File: config.mk
export PLATFORM = sky130hd
export DESIGN_NAME = dcache_miss_ctrl
export DESIGN_NICKNAME = d
export VERILOG_FILES = /design/src/rtl/dcache_miss_ctrl.sv
export SDC_FILE = /design/constraint.sdc
export NUM_CORES = 1
export LEC_CHECK = 0
export CAP_MARGIN = 10
export CORE_ASPECT_RATIO = 0.5
export CORE_MARGIN = 3
export CORE_UTILIZATION = 32
export CTS_CLUSTER_DIAMETER = 200
export DETAILED_ROUTE_END_ITERATION = 16
export PLACE_DENSITY_LB_ADDON = 0.25
export SLEW_MARGIN = 0
export SYNTH_ARGS = -nofsm -noshare
export SYNTH_HDL_FRONTEND = slang
export SYNTH_SLANG_ARGS = --single-unit
File: constraint.sdc
create_clock -name clk -period 3.99 [get_ports clk]
set_clock_uncertainty 0.2 [all_clocks]
set_input_delay 0.798 -clock clk [delete_from_list [all_inputs] [get_ports clk]]
set_output_delay 0.798 -clock clk [all_outputs]
set_load 0.01 [all_outputs]
File: src/rtl/dcache_miss_ctrl.sv
// Data-cache miss controller: stalls on a miss, writes back a dirty victim, refills the block word by word.
// Latency: clean miss costs WORDS+2 stalled cycles with zero-wait memory, plus WORDS for a dirty victim; memory waits via mem_ack.
module dcache_miss_ctrl #(
    parameter int WORDS = 4,
    parameter int CNT_W = 16,
    localparam int IW = $clog2(WORDS)
) (
    input  logic             clk,
    input  logic             rst_n,
    input  logic             MemRead,
    input  logic             MemWrite,
    input  logic [31:0]      aluRslt,
    input  logic             hit,
    input  logic             dirty,
    input  logic [31:0]      victim_addr,
    input  logic [31:0]      wb_data,
    output logic             stall,
    output logic [IW-1:0]    wb_idx,
    output logic             fill_we,
    output logic [IW-1:0]    fill_idx,
    output logic [31:0]      fill_data,
    output logic             tag_we,
    output logic             mem_req,
    output logic             mem_we,
    output logic [31:0]      mem_addr,
    output logic [31:0]      mem_wdata,
    input  logic             mem_ack,
    input  logic [31:0]      mem_rdata,
    output logic [CNT_W-1:0] miss_count
);

    typedef enum logic [1:0] {
        S_IDLE,
        S_WB,
        S_FILL,
        S_DONE
    } state_t;

    state_t           r_state;
    logic [IW-1:0]    r_cnt;
    logic [CNT_W-1:0] r_miss_count;

    logic        w_access;
    logic        w_miss;
    logic        w_last;
    logic [31:0] w_word_off;
    logic [31:0] w_blk_base;

    assign w_access   = MemRead | MemWrite;
    assign w_miss     = w_access & ~hit;
    assign w_last     = (r_cnt == IW'(WORDS - 1));
    assign w_word_off = {{(30 - IW){1'b0}}, r_cnt, 2'b00};
    assign w_blk_base = aluRslt & ~32'(WORDS * 4 - 1);

    always_ff @(posedge clk or negedge rst_n) begin
        if (!rst_n) begin
            r_state      <= S_IDLE;
            r_cnt        <= '0;
            r_miss_count <= '0;
        end else begin
            case (r_state)
                S_IDLE: begin
                    if (w_miss) begin
                        r_state <= dirty ? S_WB : S_FILL;
                        r_cnt   <= '0;
                        if (r_miss_count != '1)
                            r_miss_count <= r_miss_count + 1'b1;
                    end
                end
                S_WB: begin
                    if (mem_ack) begin
                        r_cnt <= r_cnt + 1'b1;
                        if (w_last) begin
                            r_state <= S_FILL;
                            r_cnt   <= '0;
                        end
                    end
                end
                S_FILL: begin
                    if (mem_ack) begin
                        r_cnt <= r_cnt + 1'b1;
                        if (w_last)
                            r_state <= S_DONE;
                    end
                end
                S_DONE:  r_state <= S_IDLE;
                default: r_state <= S_IDLE;
            endcase
        end
    end

    // Memory-side outputs depend only on state and counter so they hold steady across wait cycles.
    always_comb begin
        mem_req  = 1'b0;
        mem_we   = 1'b0;
        mem_addr = '0;
        wb_idx   = '0;
        fill_idx = '0;
        fill_we  = 1'b0;
        tag_we   = 1'b0;
        case (r_state)
            S_WB: begin
                mem_req  = 1'b1;
                mem_we   = 1'b1;
                mem_addr = victim_addr + w_word_off;
                wb_idx   = r_cnt;
            end
            S_FILL: begin
                mem_req  = 1'b1;
                mem_addr = w_blk_base | w_word_off;
                fill_idx = r_cnt;
                fill_we  = mem_ack;
            end
            S_DONE:  tag_we = 1'b1;
            default: ;
        endcase
    end

    assign stall      = (r_state != S_IDLE) | w_miss;
    assign fill_data  = mem_rdata;
    assign mem_wdata  = wb_data;
    assign miss_count = r_miss_count;

endmodule

# Word level (Yosys, flattened, before mapping)

Index checks and enable logic that the tools add are counted.

Bits of input ports: 135
Register bits: 20
Output and inout bits: 121

Bitwise logic cells: 5
Mux-type cells: 19
Reductions and logical operators: 7
Add/subtract/negate cells: 3
Eq/ne operators: 10

Operators by type and width:

| operator              | count |
|---|---|
| $pmux 32 s2           | 1 |
| $add 32x4->32         | 1 |
| $or 32x4->32          | 1 |
| $mux 2                | 12 |
| $add 16x1->16 const B | 1 |
| $ne 16x16->1 const B  | 1 |
| $ne 2x2->1 const B    | 5 |
| $pmux 2 s4            | 1 |
| $eq 2x2->1 const B    | 3 |
| $pmux 2 s3            | 1 |
| $reduce_and 5->1      | 1 |
| $mux 1                | 4 |
| $reduce_and 4->1      | 1 |
| $reduce_and 3->1      | 1 |
| $reduce_bool 3->1     | 1 |
| $add 2x1->2 const B   | 1 |
| $eq 2x1->1 const B    | 1 |
| $logic_not 2->1       | 1 |
| $or 1x1->1            | 2 |
| $reduce_bool 2->1     | 1 |
| $reduce_or 2->1       | 1 |
| $and 1x1->1           | 1 |
| $not 1->1             | 1 |

# Depth between registers and ports, before layout

Depth in word-level cells: 4
Gate-level depth with buffers: 8
Gate-level depth less buffers: 7

# Least setup slack after synthesis

No wires, ideal clock.

Path kind: input to output
Start: input victim_addr[2]
End: output mem_addr[28]
Required time: 2.992 ns
Cell stages on the path: 8
Data arrival time: 2.517 ns
Path slack: 0.475 ns
Path buffers: 1
Path through: ha_1 -> inv_1 -> fa_1 -> nand4b_2 -> nor3_2 -> buf_4 -> a41oi_1 -> a221o_1

Word-level cells in the longest chain between the ends: 2

RTL lines:

| what          | line | source |
|---|---|---|
| from (decl)   | 15   | `input logic [31:0] victim_addr,` |
| $add 32x4->32 | 105  | `mem_addr = victim_addr + w_word_off;` |
| $pmux 32 s2   | 101  | `case (r_state)` |
| to (decl)     | 25   | `output logic [31:0] mem_addr,` |

Every way passes these cells.

# Final worst setup path

Start: input victim_addr[3]
End: output mem_addr[17]

Same word-level chain as after synthesis.

==> results <==
[area by class of cell]
cell class	count	area share
multi-input combinational	265	0.445
timing repair buffer	170	0.369
sequential	20	0.121
tap	112	0.0340
clock buffer	4	0.0216
inverter	10	0.00911
[synth_stat cells, types with 5 or more instances]
| cell type | count |
|---|---|
| sky130_fd_sc_hd__nor3_1 | 17 |
| sky130_fd_sc_hd__nor2b_1 | 5 |
| sky130_fd_sc_hd__nand3_1 | 23 |
| sky130_fd_sc_hd__clkbuf_1 | 8 |
| sky130_fd_sc_hd__nor4_1 | 5 |
| sky130_fd_sc_hd__and3_1 | 10 |
| sky130_fd_sc_hd__nor2_1 | 25 |
| sky130_fd_sc_hd__xor2_1 | 13 |
| sky130_fd_sc_hd__a21oi_1 | 7 |
| sky130_fd_sc_hd__nand2_1 | 41 |
| sky130_fd_sc_hd__buf_4 | 65 |
| sky130_fd_sc_hd__o21ai_0 | 13 |
| sky130_fd_sc_hd__xnor2_1 | 12 |
| sky130_fd_sc_hd__dfrtp_1 | 20 |
| sky130_fd_sc_hd__nand4_1 | 13 |
| sky130_fd_sc_hd__and2_1 | 9 |
| sky130_fd_sc_hd__inv_1 | 10 |
| sky130_fd_sc_hd__ha_1 | 9 |
[layer usage]
metal	share of wire	GRT usage	wire [µm]	up-vias
met3	0.052	0.0336	453	8
met5	0	0	0	-
met1	0.42	0.199	3670	1373
li1	-	-	-	1453
met4	0.0073	0.0260	63	0
met2	0.52	0.312	4490	101
[worst paths after layout]
check,startpoint,endpoint,slack [ns],cells past startpoint
min in group asynchronous,rst_n,miss_count[5]$_DFFE_PN0P_,0.87,1
worst max-delay path,victim_addr[3],mem_addr[17],0.08,8
worst min register to register,miss_count[5]$_DFFE_PN0P_,miss_count[5]$_DFFE_PN0P_,0.31,1
max in group asynchronous,rst_n,r_cnt[1]$_DFFE_PN0P_,2.16,1
worst max register to register,miss_count[0]$_DFFE_PN0P_,miss_count[1]$_DFFE_PN0P_,1.90,5
worst min-delay path,miss_count[5]$_DFFE_PN0P_,miss_count[5]$_DFFE_PN0P_,0.31,1
[kinds of logic after synthesis]
kind of cell,count (synthesis),share of synthesized area
buffers and inverters,88,0.205
AOI/OAI and AO/OA,51,0.125
and+or+nand+nor,172,0.343
adders and majority gates,10,0.0469
muxes,7,0.0261
xor gates and xnor gates,25,0.0774
DFF,20,0.177
[state kept, by name, summed over array words and instances (netlist names)]
register and count:
miss_count 16, r_cnt 2, r_state 2
[metrics by stage]
step,cell area [µm²],std cells,hold WS [ns]
2_1_floorplan,2830,373,0.302
3_3_place_gp,3950,569,0.279
3_5_place_dp,3950,569,0.290
4_1_cts,4110,581,0.302
5_1_grt,4120,581,0.322
6_report,4120,581,0.306
[placed cells by master, fill, tap and decap left out, types with 5 or more instances in the layout]
master,instances
sky130_fd_sc_hd__nor2b_1,5
sky130_fd_sc_hd__nand4_1,13
sky130_fd_sc_hd__nand2_1,41
sky130_fd_sc_hd__a21oi_1,7
sky130_fd_sc_hd__nor2_1,23
sky130_fd_sc_hd__buf_2,9
sky130_fd_sc_hd__and2_1,9
sky130_fd_sc_hd__clkdlybuf4s50_1,96
sky130_fd_sc_hd__buf_4,44
sky130_fd_sc_hd__dlygate4sd2_1,13
sky130_fd_sc_hd__dfrtp_1,20
sky130_fd_sc_hd__inv_1,9
sky130_fd_sc_hd__xnor2_1,12
sky130_fd_sc_hd__nand3_1,23
sky130_fd_sc_hd__and3_1,10
sky130_fd_sc_hd__nor3_1,16
sky130_fd_sc_hd__xor2_1,13
sky130_fd_sc_hd__ha_1,8
sky130_fd_sc_hd__o21ai_0,13
[power by group through the flow]
stage	Clock (mW)	Sequential [mW]	Combinational (mW)
after floorplan	0	0.297	0.740
after global placement	0	0.298	1.35
after detailed placement	0	0.297	1.35
after CTS	0.227	0.295	1.27
after global routing	0.236	0.304	1.38
final	0.219	0.294	1.25
[timing repair]
action	in CTS	in global routing
gates resized for setup	70	10
endpoints found under the setup margin	27	6
setup buffers	8	0
pin swaps	4	2
[critical path: stages]
cell and delay [ns]:
sky130_fd_sc_hd__clkdlybuf4s50_1 0.44, sky130_fd_sc_hd__buf_4 0.15, sky130_fd_sc_hd__ha_1 0.32, sky130_fd_sc_hd__a21oi_4 0.26, sky130_fd_sc_hd__nor2_4 0.10, sky130_fd_sc_hd__a31o_2 0.26
sky130_fd_sc_hd__nand3_1 0.06, sky130_fd_sc_hd__clkdlybuf4s50_1 0.53
==> run_results.csv <==
group,metric,value,unit
synthesis,yosys_warnings,0,
sta,rsz0062_at_grt,"no",
die,die_area,10100,µm²
sta,worst_slew_pin_slew,0.918,ns
final_layout,finalCoreUtilization,0.497,
place,post-place-ws,-0.459,ns
sta,worst_slack,0.0781,ns
clock_network,max-clock-path-buffers,2,
critical_path,worst-endpoint-required,2.99,ns
detailed_routing,route.detailed.vias_per_inst,5.05,
final_layout,nets,615,
synthesis,syn_nets,518,
global_routing,overflow,0,
pwr,post-layout-total-power,1.77,mW
synthesis,yosysSeqAreaShare,0.177,
sta,fmax,256,MHz
min_path,worst_hold_path_type,"reg2reg",
critical_path,timing.critical_path.to_type,"output pin",
final_layout,final_layout_size_suffix_gt1_frac,0.192,
detailed_routing,drt_pass1_iterations,4,
global_routing,grt_start_max_net_pins,25,
die,die_w,139,µm
synthesis,mapped_cell_area,2830,µm²
clock_network,cell_at_the_root_of_the_clock_tree,"sky130_fd_sc_hd__clkbuf_16",
die,row_count,23,
synthesis,synth.lib_cells_used.distinct,52,
detailed_routing,ant_nets,0,
final_layout,fillers,850,
global_routing,antenna_found_initial,0,
die,initial_utilization,0.341,
pwr,p_int,1.01,mW
synthesis,synthDominantAreaCellType,"sky130_fd_sc_hd__dfrtp_1",
final_layout,final-seq-area,500,µm²
pwr,power.sequential.fraction,0.167,
critical_path,critPathArrivalTime,2.91,ns
synthesis,syn_area_per_cell,7.59,µm²
pwr,clock_network_fraction_of_design_power,0.124,
final_layout,syn_to_final_growth,45.6,%
clock_network,insertion_delay,0.24,ns
die,die_h,72.5,µm
sta,post-route-period-util,0.980,
sta,hold_violations_final,0,
sta,total_count_of_max_transition_violations_in_the_final_report,0,
die,core_region_area,8290,µm²
synthesis,yosys-top-cells-area,"sky130_fd_sc_hd__dfrtp_1, sky130_fd_sc_hd__buf_4, sky130_fd_sc_hd__nand2_1",
place,port_buffers,123,
die,ioPinCount,256,
place,gp_congestion,0.851,
global_routing,vias_in_the_first_global_route,2991,
pwr,worst_ir_drop_vdd,0.000241,V
pwr,p_comb_frac,0.709,
clock_network,cts_made_buffers,3,
job,max_capacitance_violation_total,0,
synthesis,number_of_synthesized_flops_with_an_enable_pin,0,
pwr,netSwitchingPower,0.755,mW
synthesis,async_flop_share,1.00,
global_routing,globalRouteTotalUtil,0.164,
synthesis,ys_seq_elements,20,
synthesis,synth.top_cell.area_share,0.177,
detailed_routing,post_drt_wl_per_cell,14.9,µm
pwr,power_per_cell_area,429,nW/µm²
synthesis,ys.flop_type,"sky130_fd_sc_hd__dfrtp_1",
clock_network,htreeDepth,1,
critical_path,crit_fanout,6,
critical_path,start_kind,"input pin",
run_status,status,"finished, final reports clean",
sta,slew_headroom,0.386,
final_layout,insertedDiodeCount,0,
detailed_routing,drt_drc_violations_left,0,
place,hpwl,6.87,mm
pwr,switching_share_of_power,0.428,
clock_network,hold_buffers,0,
clock_network,clock-sinks,20,
clock_network,path_clk_slew,0.05,ns
sta,setup_tns,0,ns
detailed_routing,detailedRoute.firstIterationViolations,119,
synthesis,post_synth_inst_count,373,
clock_network,cts_tree,"yes",
detailed_routing,vias,2935,
critical_path,timing_worst_setup_path_type,"in2out",
sta,timing.final.setup_violations,0,
global_routing,wire_length_of_the_first_global_routing_pass,14.2,mm
pwr,power_leakage,1.84,nW
final_layout,footprint_of_the_multi_input_gates,1830,µm²
detailed_routing,wirelength,8.68,mm
sta,period_minus_slack,3.91,ns
(Power assumes the default switching activity.)
